### config.mk
export PLATFORM = sky130hd
export DESIGN_NAME = div_radix2
export DESIGN_NICKNAME = d
export VERILOG_FILES = /design/src/rtl/div_radix2.sv
export SDC_FILE = /design/constraint.sdc
export NUM_CORES = 1
export LEC_CHECK = 0
export CAP_MARGIN = 10
export CORE_MARGIN = 2
export CORE_UTILIZATION = 58
export CTS_BUF_LIST = sky130_fd_sc_hd__clkbuf_4 sky130_fd_sc_hd__clkbuf_8
export DETAILED_ROUTE_END_ITERATION = 16
export PLACE_DENSITY = 0.91
export SLEW_MARGIN = 20
export SYNTH_ARGS = -nofsm -noshare
export SYNTH_HDL_FRONTEND = slang
export SYNTH_SLANG_ARGS = --single-unit
export TNS_END_PERCENT = 50
### constraint.sdc
create_clock -name clk -period 3.6 [get_ports clk]
set_input_delay 0.72 -clock clk [delete_from_list [all_inputs] [get_ports clk]]
set_output_delay 0.72 -clock clk [all_outputs]
set_load 0.03 [all_outputs]
### src/rtl/div_radix2.sv
// 32-bit radix-2 restoring divider for the EX stage: DIV/DIVU with annul support.
// Returns {remainder, quotient} one cycle-registered, held until start_i drops.
module div_radix2 (
    input  logic        clk,
    input  logic        rst,
    input  logic        signed_div_i,
    input  logic [31:0] opdata1_i,
    input  logic [31:0] opdata2_i,
    input  logic        start_i,
    input  logic        annul_i,
    output logic [63:0] result_o,
    output logic        ready_o,
    output logic [1:0]  dbg_state
);

    // Handshake: requester holds start_i high until it samples ready_o=1, then
    // drops start_i; ready_o/result_o are registered and valid only together.
    typedef enum logic [1:0] {
        S_IDLE   = 2'd0,
        S_BYZERO = 2'd1,
        S_ON     = 2'd2,
        S_END    = 2'd3
    } state_t;

    state_t      state, state_next;
    logic [5:0]  cnt;
    logic [31:0] rem, quo, dsr;
    logic        sgn, neg_a, neg_b;

    logic [31:0] abs_a, abs_b;
    logic [33:0] trial;
    logic [31:0] quo_fix, rem_fix;

    assign abs_a = (signed_div_i && opdata1_i[31]) ? (32'd0 - opdata1_i) : opdata1_i;
    assign abs_b = (signed_div_i && opdata2_i[31]) ? (32'd0 - opdata2_i) : opdata2_i;

    // Shifted partial remainder can reach 33 bits; bit 33 of the difference is the borrow.
    assign trial   = {1'b0, rem, quo[31]} - {2'b00, dsr};
    assign quo_fix = (sgn && (neg_a ^ neg_b)) ? (32'd0 - quo) : quo;
    assign rem_fix = (sgn && neg_a) ? (32'd0 - rem) : rem;

    assign dbg_state = state;

    always_ff @(posedge clk) begin
        if (rst) state <= S_IDLE;
        else     state <= state_next;
    end

    always_comb begin
        state_next = state;
        case (state)
            S_IDLE: begin
                if (start_i && !annul_i)
                    state_next = (opdata2_i == 32'd0) ? S_BYZERO : S_ON;
            end
            S_BYZERO: state_next = annul_i ? S_IDLE : S_END;
            S_ON: begin
                if (annul_i)            state_next = S_IDLE;
                else if (cnt == 6'd32)  state_next = S_END;
            end
            S_END: begin
                if (!start_i) state_next = S_IDLE;
            end
            default: state_next = S_IDLE;
        endcase
    end

    always_ff @(posedge clk) begin
        if (rst) begin
            cnt      <= 6'd0;
            rem      <= 32'd0;
            quo      <= 32'd0;
            dsr      <= 32'd0;
            sgn      <= 1'b0;
            neg_a    <= 1'b0;
            neg_b    <= 1'b0;
            result_o <= 64'd0;
            ready_o  <= 1'b0;
        end else begin
            case (state)
                S_IDLE: begin
                    if (start_i && !annul_i && opdata2_i != 32'd0) begin
                        quo   <= abs_a;
                        dsr   <= abs_b;
                        rem   <= 32'd0;
                        cnt   <= 6'd0;
                        sgn   <= signed_div_i;
                        neg_a <= signed_div_i & opdata1_i[31];
                        neg_b <= signed_div_i & opdata2_i[31];
                    end
                end
                S_BYZERO: begin
                    if (!annul_i) begin
                        result_o <= 64'd0;
                        ready_o  <= 1'b1;
                    end
                end
                S_ON: begin
                    if (!annul_i) begin
                        if (cnt == 6'd32) begin
                            result_o <= {rem_fix, quo_fix};
                            ready_o  <= 1'b1;
                        end else begin
                            if (!trial[33]) begin
                                rem <= trial[31:0];
                                quo <= {quo[30:0], 1'b1};
                            end else begin
                                rem <= {rem[30:0], quo[31]};
                                quo <= {quo[30:0], 1'b0};
                            end
                            cnt <= cnt + 6'd1;
                        end
                    end
                end
                S_END: begin
                    if (!start_i) begin
                        result_o <= 64'd0;
                        ready_o  <= 1'b0;
                    end
                end
                default: ;
            endcase
        end
    end

endmodule
Yosys cells after proc, flatten, opt, wreduce, memory -nomap -nowiden
Index checks and enable logic that the tools add are counted.

$add $sub $neg: 6. Equal/unequal tests: 12. Mux-type cells: 35. Bitwise gates (word level): 3. Reductions and logical operators: 16.

Operators with widths (count): 32-bit 2-to-1 mux (11); 64-bit 2-to-1 mux (4); 64-bit one-hot mux with 3 select lines (1); 32-bit one-hot mux with 2 select lines (2); 1-bit by 32-bit subtractor with 32-bit output, first input constant (4); 33-bit by 32-bit subtractor with 34-bit output (1); 32-bit logical NOT (1); 32-bit nonzero test (1); 6-bit 2-to-1 mux (3); 2-bit inequality test, second input constant (7); 2-bit 2-to-1 mux (6); 6-bit one-hot mux with 2 select lines (1); 2-bit one-hot mux with 4 select lines (1); 6-bit by 1-bit adder with 6-bit output, second input constant (1); 6-bit == test, second input constant (1); 1-bit logical AND (6); 1-bit 2-to-1 mux (5); 5-bit AND reduction (1); 2-bit == test, second input constant (2); 4-bit AND reduction (1); 3-bit inequality test, second input constant (1); 1-bit one-hot mux with 3 select lines (1); 3-bit AND reduction (1); 3-bit nonzero test (1); other kinds (7) (8).

Flip-flop bits (word level): 172. Bits of input ports: 69. Output and inout port bits: 67. Logic and storage cells: 82.

Depth between registers and ports, before layout
Depth after elaboration: 6. Depth in mapped cells: 12. Mapped depth without buffers: 12.

Least setup slack after synthesis
Ideal clock, no wire load.

Path kind: input -> register. Start point: in opdata2_i[8]. End point: reg rem[27]. Data arrival time: 2817 ps. Required time: 3486 ps. Slack: 669 ps. Stages on the path: 10. Path buffers: 2. Cells stage by stage: nor4_2 > or4b_1 > buf_2 > nor4_4 > nand2_2 > a21oi_1 > nor4_1 > buf_6 > a32o_1 > a21o_1.

Cells in the longest elaborated chain, start to end: 4.

RTL lines: from (decl) (line 8) `input logic [31:0] opdata2_i,`; 32-bit nonzero test (line 82) `if (start_i && !annul_i && opdata2_i != 32'd0) begin`; 1-bit logical AND (line 82); 2-bit inequality test (no line); 4-bit AND reduction (no line); to (signal assigned) (line 105) `rem <= trial[31:0];`; to (signal assigned) (line 108) `rem <= {rem[30:0], quo[31]};`; to (decl) (line 27) `logic [31:0] rem, quo, dsr;`.

No other way between the ends. A chain may end at the register's enable or synchronous reset.

Worst setup path after layout
Start point: reg quo[2]. End point: reg result_o[27].

Cells in the longest elaborated chain, start to end: 5.

RTL lines: from (decl) (line 27); from (signal assigned) (line 83) `quo <= abs_a;`; from (signal assigned) (line 106) `quo <= {quo[30:0], 1'b1};`; from (signal assigned) (line 109) `quo <= {quo[30:0], 1'b0};`; 1-bit by 32-bit subtractor with 32-bit output (line 39) `assign quo_fix = (sgn && (neg_a ^ neg_b)) ? (32'd0 - quo) : quo;`; 32-bit 2-to-1 mux (line 39); 64-bit 2-to-1 mux (line 100) `if (cnt == 6'd32) begin`; 64-bit 2-to-1 mux (line 99) `if (!annul_i) begin`; 64-bit one-hot mux with 3 select lines (line 80) `case (state)`; to (signal assigned) (line 101) `result_o <= {rem_fix, quo_fix};`; to (decl) (line 11) `output logic [63:0] result_o,`.

No other way between the ends. The select of a mux whose other input is x is not followed.

==> out/summary.txt <==
====================================================================================
Net Count, Synth                                                                1525
Arr. time, crit path                                                         3.67 ns
Number of gates resized after CTS                                                  0
Vias in the first global route                                                  9857
Reg2reg setup slack                                                          0.30 ns
Final worst clock skew                                                     0.0199 ns
Cell area after layout                                                   13100 sq um
Non-filler instance count after layout                                          1781
Origin of the critical flop-to-flop path                                quo[2]$_SDFFE_PP0P_
Starting density of the core                                                   58.7%
CP Cell Sequence                                                        nor4_1 > nor4b_2 > nand4_1 > o31ai_2 > o21ai_1 > or3_1 > a32o_1
Filler cells                                                                    1453
Detailed route wirelength on metal2                                         14000 um
Minimum period implied by the final worst setup slack                        3.30 ns
Delay of the slowest cell on the worst path                                  0.53 ns
Final-report max-slew violation count                                              0
Buffering stage count on the worst path with inverters included                    0
Peak Freq                                                                    303 MHz
Critical Path Sink Type                                                    flip-flop
Worst skew pair latency                                                      0.49 ns
Std-Cell Rows                                                                     50
CP Max Fanout                                                                      6
Maximum buffer depth of the clock tree                                             2
Buffers inserted by post-CTS timing repair                                         0
Number of instances in the synthesized netlist                                  1413
Number of distinct library cells after synthesis                                  67
Clock tree from TritonCTS                                                        yes
Number of buffers inserted for hold repair after clock tree synthesis              0
Clk root buf                                                            sky130_fd_sc_hd__clkbuf_8
Die width                                                                     141 um
Die boundary height                                                           141 um
Largest cells by area after synthesis                                   sky130_fd_sc_hd__dfxtp_1, sky130_fd_sc_hd__nand2_1, sky130_fd_sc_hd__xnor2_1, sky130_fd_sc_hd__xor2_1, sky130_fd_sc_hd__a21oi_1
Hold Violations, Final                                                             0
Wire length reported by the detailed router                                 30400 um
Worst slew margin                                                              51.4%
Wire length the detailed router placed on met1                              13000 um
Sort of element at the start of the critical path                          flip-flop
Fraction of final layout cells with drive strength greater than 1              6.01%
Reported max-cap violation count                                                   0
Most used flip-flop cell after synthesis                                sky130_fd_sc_hd__dfxtp_1
Clock sink count                                                                 172
Leakage power figure                                                      0.00517 uW
Post-detailed-placement cell area                                        12600 sq um
Async S/R FF share, synth                                                         0%
Global-route total usage across every layer                                    29.8%
Top cell type's share of synthesized area                                      31.7%
Transition time at the pin with the least slew margin                       0.724 ns
Wire length of the first global-routing pass                                48600 um
Worst ir drop on vdd                                                        0.620 mV
Count of flip-flops with a built-in enable after synthesis                         0
Setup repair after global routing missed its margin                               no
DRC viols                                                                          0
Post-synthesis instance area                                             10900 sq um
Power density cells                                                      515 nW/um^2
Total of warnings raised by yosys                                                  0
Met3 routed WL                                                               2310 um
Detail-routed via count per cell                                                6.14
Total setup violations reported at the end of the flow                             0
Post-route fraction of the period consumed by the critical path                91.7%
DRT Pass-1 Iters                                                                   8
Launching element of the worst setup path                               quo[2]$_SDFFE_PP0P_
Total Die Area                                                           19900 sq um
Most frequent cell after synthesis                                      sky130_fd_sc_hd__nand2_1
Signed area change from the synthesized netlist to the final layout            20.0%
Post-detailed-placement half-perimeter wirelength                           22600 um
Inst Count DP                                                                   1749
Flops & latches, synth                                                           172
Required arrival time at the worst endpoint                                  3.97 ns
Hold Path Class                                                         flip-flop to flip-flop
Average instance area after synthesis                                     7.69 sq um
Number of antenna violations at the first check in global routing                  0
Outcome                                                                    completed
Final antenna diode count                                                          0
Pin count of the biggest net entering global routing                              77
Top layer reached by signal wires                                               met4
Top Ports                                                                        136
Sequential cell area fraction in the yosys report                              31.7%
ANT nets after route                                                               0
Number of buffers inserted by port buffering                                     135
CP delay by family, top                                                 simple AND/OR/NAND/NOR gates
Layout net count                                                                1646
DRC marker count from the first detailed-route iteration                        1001
Area leader, netlist                                                    sky130_fd_sc_hd__dfxtp_1
Via Count                                                                      10900
Level count of the clock H-tree                                                    4
Clock-pin transition on the worst setup and hold timing paths                0.11 ns
Crit Path Category                                                      flip-flop to flip-flop
Area inside the core boundary                                            18500 sq um
Total gr overflow                                                                  0
Leading post-synthesis cells by instance count                          sky130_fd_sc_hd__nand2_1, sky130_fd_sc_hd__dfxtp_1, sky130_fd_sc_hd__nor2_1, sky130_fd_sc_hd__a21oi_1, sky130_fd_sc_hd__o21ai_0
Drt wl/cell                                                                  17.1 um
Origin of the worst min-delay path                                      dsr[31]$_SDFFE_PP0P_
Final weighted congestion in routability-driven placement                      0.957
Critical Path Slowest Stage Cell                                        sky130_fd_sc_hd__nor4_1
Inserted Clock Buffers                                                            17
====================================================================================
[flip-flops by register name, indices dropped and copies added (netlist names)]
| register | flops |
|---|---|
| result_o | 64 |
| dsr | 32 |
| quo | 32 |
| rem | 32 |
| cnt | 6 |
| dbg_state | 2 |
| neg_a | 1 |
| neg_b | 1 |
| ready_o | 1 |
| sgn | 1 |
[through the flow]
step	TNS [ns]	utilization, %	setup WS (ns)	total power [uW]	hold slack, ns
after floorplan	0	-	0.669	4370	0.432
after global placement	0	68.2	0.154	5140	0.442
after detailed placement	-0.00199	68.2	-0.00199	5220	0.453
after CTS	0	70.4	0.423	6640	0.469
after global routing	0	70.5	0.116	7100	0.484
final	0	70.5	0.300	6720	0.464
[layout by cell type, fill, tap and decap left out, types with 12 or more instances in the layout]
cell type	instances
sky130_fd_sc_hd__or4_1	12
sky130_fd_sc_hd__mux2i_1	19
sky130_fd_sc_hd__a22oi_1	32
sky130_fd_sc_hd__nor4_1	20
sky130_fd_sc_hd__nor2_1	137
sky130_fd_sc_hd__dfxtp_1	172
sky130_fd_sc_hd__buf_4	41
sky130_fd_sc_hd__o21ai_0	100
sky130_fd_sc_hd__a21oi_1	117
sky130_fd_sc_hd__xnor2_1	77
sky130_fd_sc_hd__nand2_1	184
sky130_fd_sc_hd__a22o_1	23
sky130_fd_sc_hd__or3_1	18
sky130_fd_sc_hd__ha_1	41
sky130_fd_sc_hd__a211oi_1	35
sky130_fd_sc_hd__clkbuf_8	18
sky130_fd_sc_hd__inv_1	62
sky130_fd_sc_hd__nand3_1	18
sky130_fd_sc_hd__xor2_1	68
sky130_fd_sc_hd__clkdlybuf4s50_1	134
sky130_fd_sc_hd__o31ai_1	26
sky130_fd_sc_hd__a31oi_1	12
sky130_fd_sc_hd__nor3_1	24
[report_power, final]
part	internal [uW]	total [uW]	leakage, uW	switching [uW]
sequential	2090	2300	0.00139	207
combinational	1130	2980	0.00357	1850
clock	606	1440	0.000206	831
total	3830	6720	0.00517	2880
[kinds of logic (layout without fill, tap and decap cells)]
family,count (synthesis),in the layout,share of synthesized area [%]
AND/OR/NAND/NOR,475,475,20.1
AO/OA/AOI/OAI,417,417,24.5
flip-flops,172,172,31.7
XOR/XNOR,145,145,11.7
buffers and inverters,141,275,5.20
adder cells (fa/ha/maj),43,43,5.02
multiplexers,20,20,1.85
[area by class of cell]
type,instances,area (sq um),area share [%]
Multi-Input combinational cell,1100,6890,52.8
Inverter,62,233,1.78
Timing Repair Buffer,181,1770,13.6
Tap cell,234,293,2.24
Clock inverter,14,174,1.33
Sequential cell,172,3440,26.4
Clock buffer,18,248,1.90
[per-layer routing]
| layer | up-vias | GRT usage, % |
|---|---|---|
| met5 | - | 0 |
| met4 | 0 | 12.2 |
| met3 | 92 | 5.43 |
| met2 | 522 | 48.7 |
| met1 | 5051 | 39.2 |
| li1 | 5279 | - |
[final timing paths]
| path | endpoint | cells past startpoint |
|---|---|---|
| hold reg to reg | dsr[31]$_SDFFE_PP0P_ | 2 |
| setup / recovery | result_o[27]$_SDFFE_PP0P_ | 7 |
| hold / removal | dsr[31]$_SDFFE_PP0P_ | 2 |
| setup reg to reg | result_o[27]$_SDFFE_PP0P_ | 7 |
[worst min-delay path: stages (launching register included)]
cell and delay, ns:
sky130_fd_sc_hd__dfxtp_1 0.32, sky130_fd_sc_hd__nand2_1 0.05, sky130_fd_sc_hd__a21oi_1 0.05
Note: power is estimated with default switching activity, not from simulation.
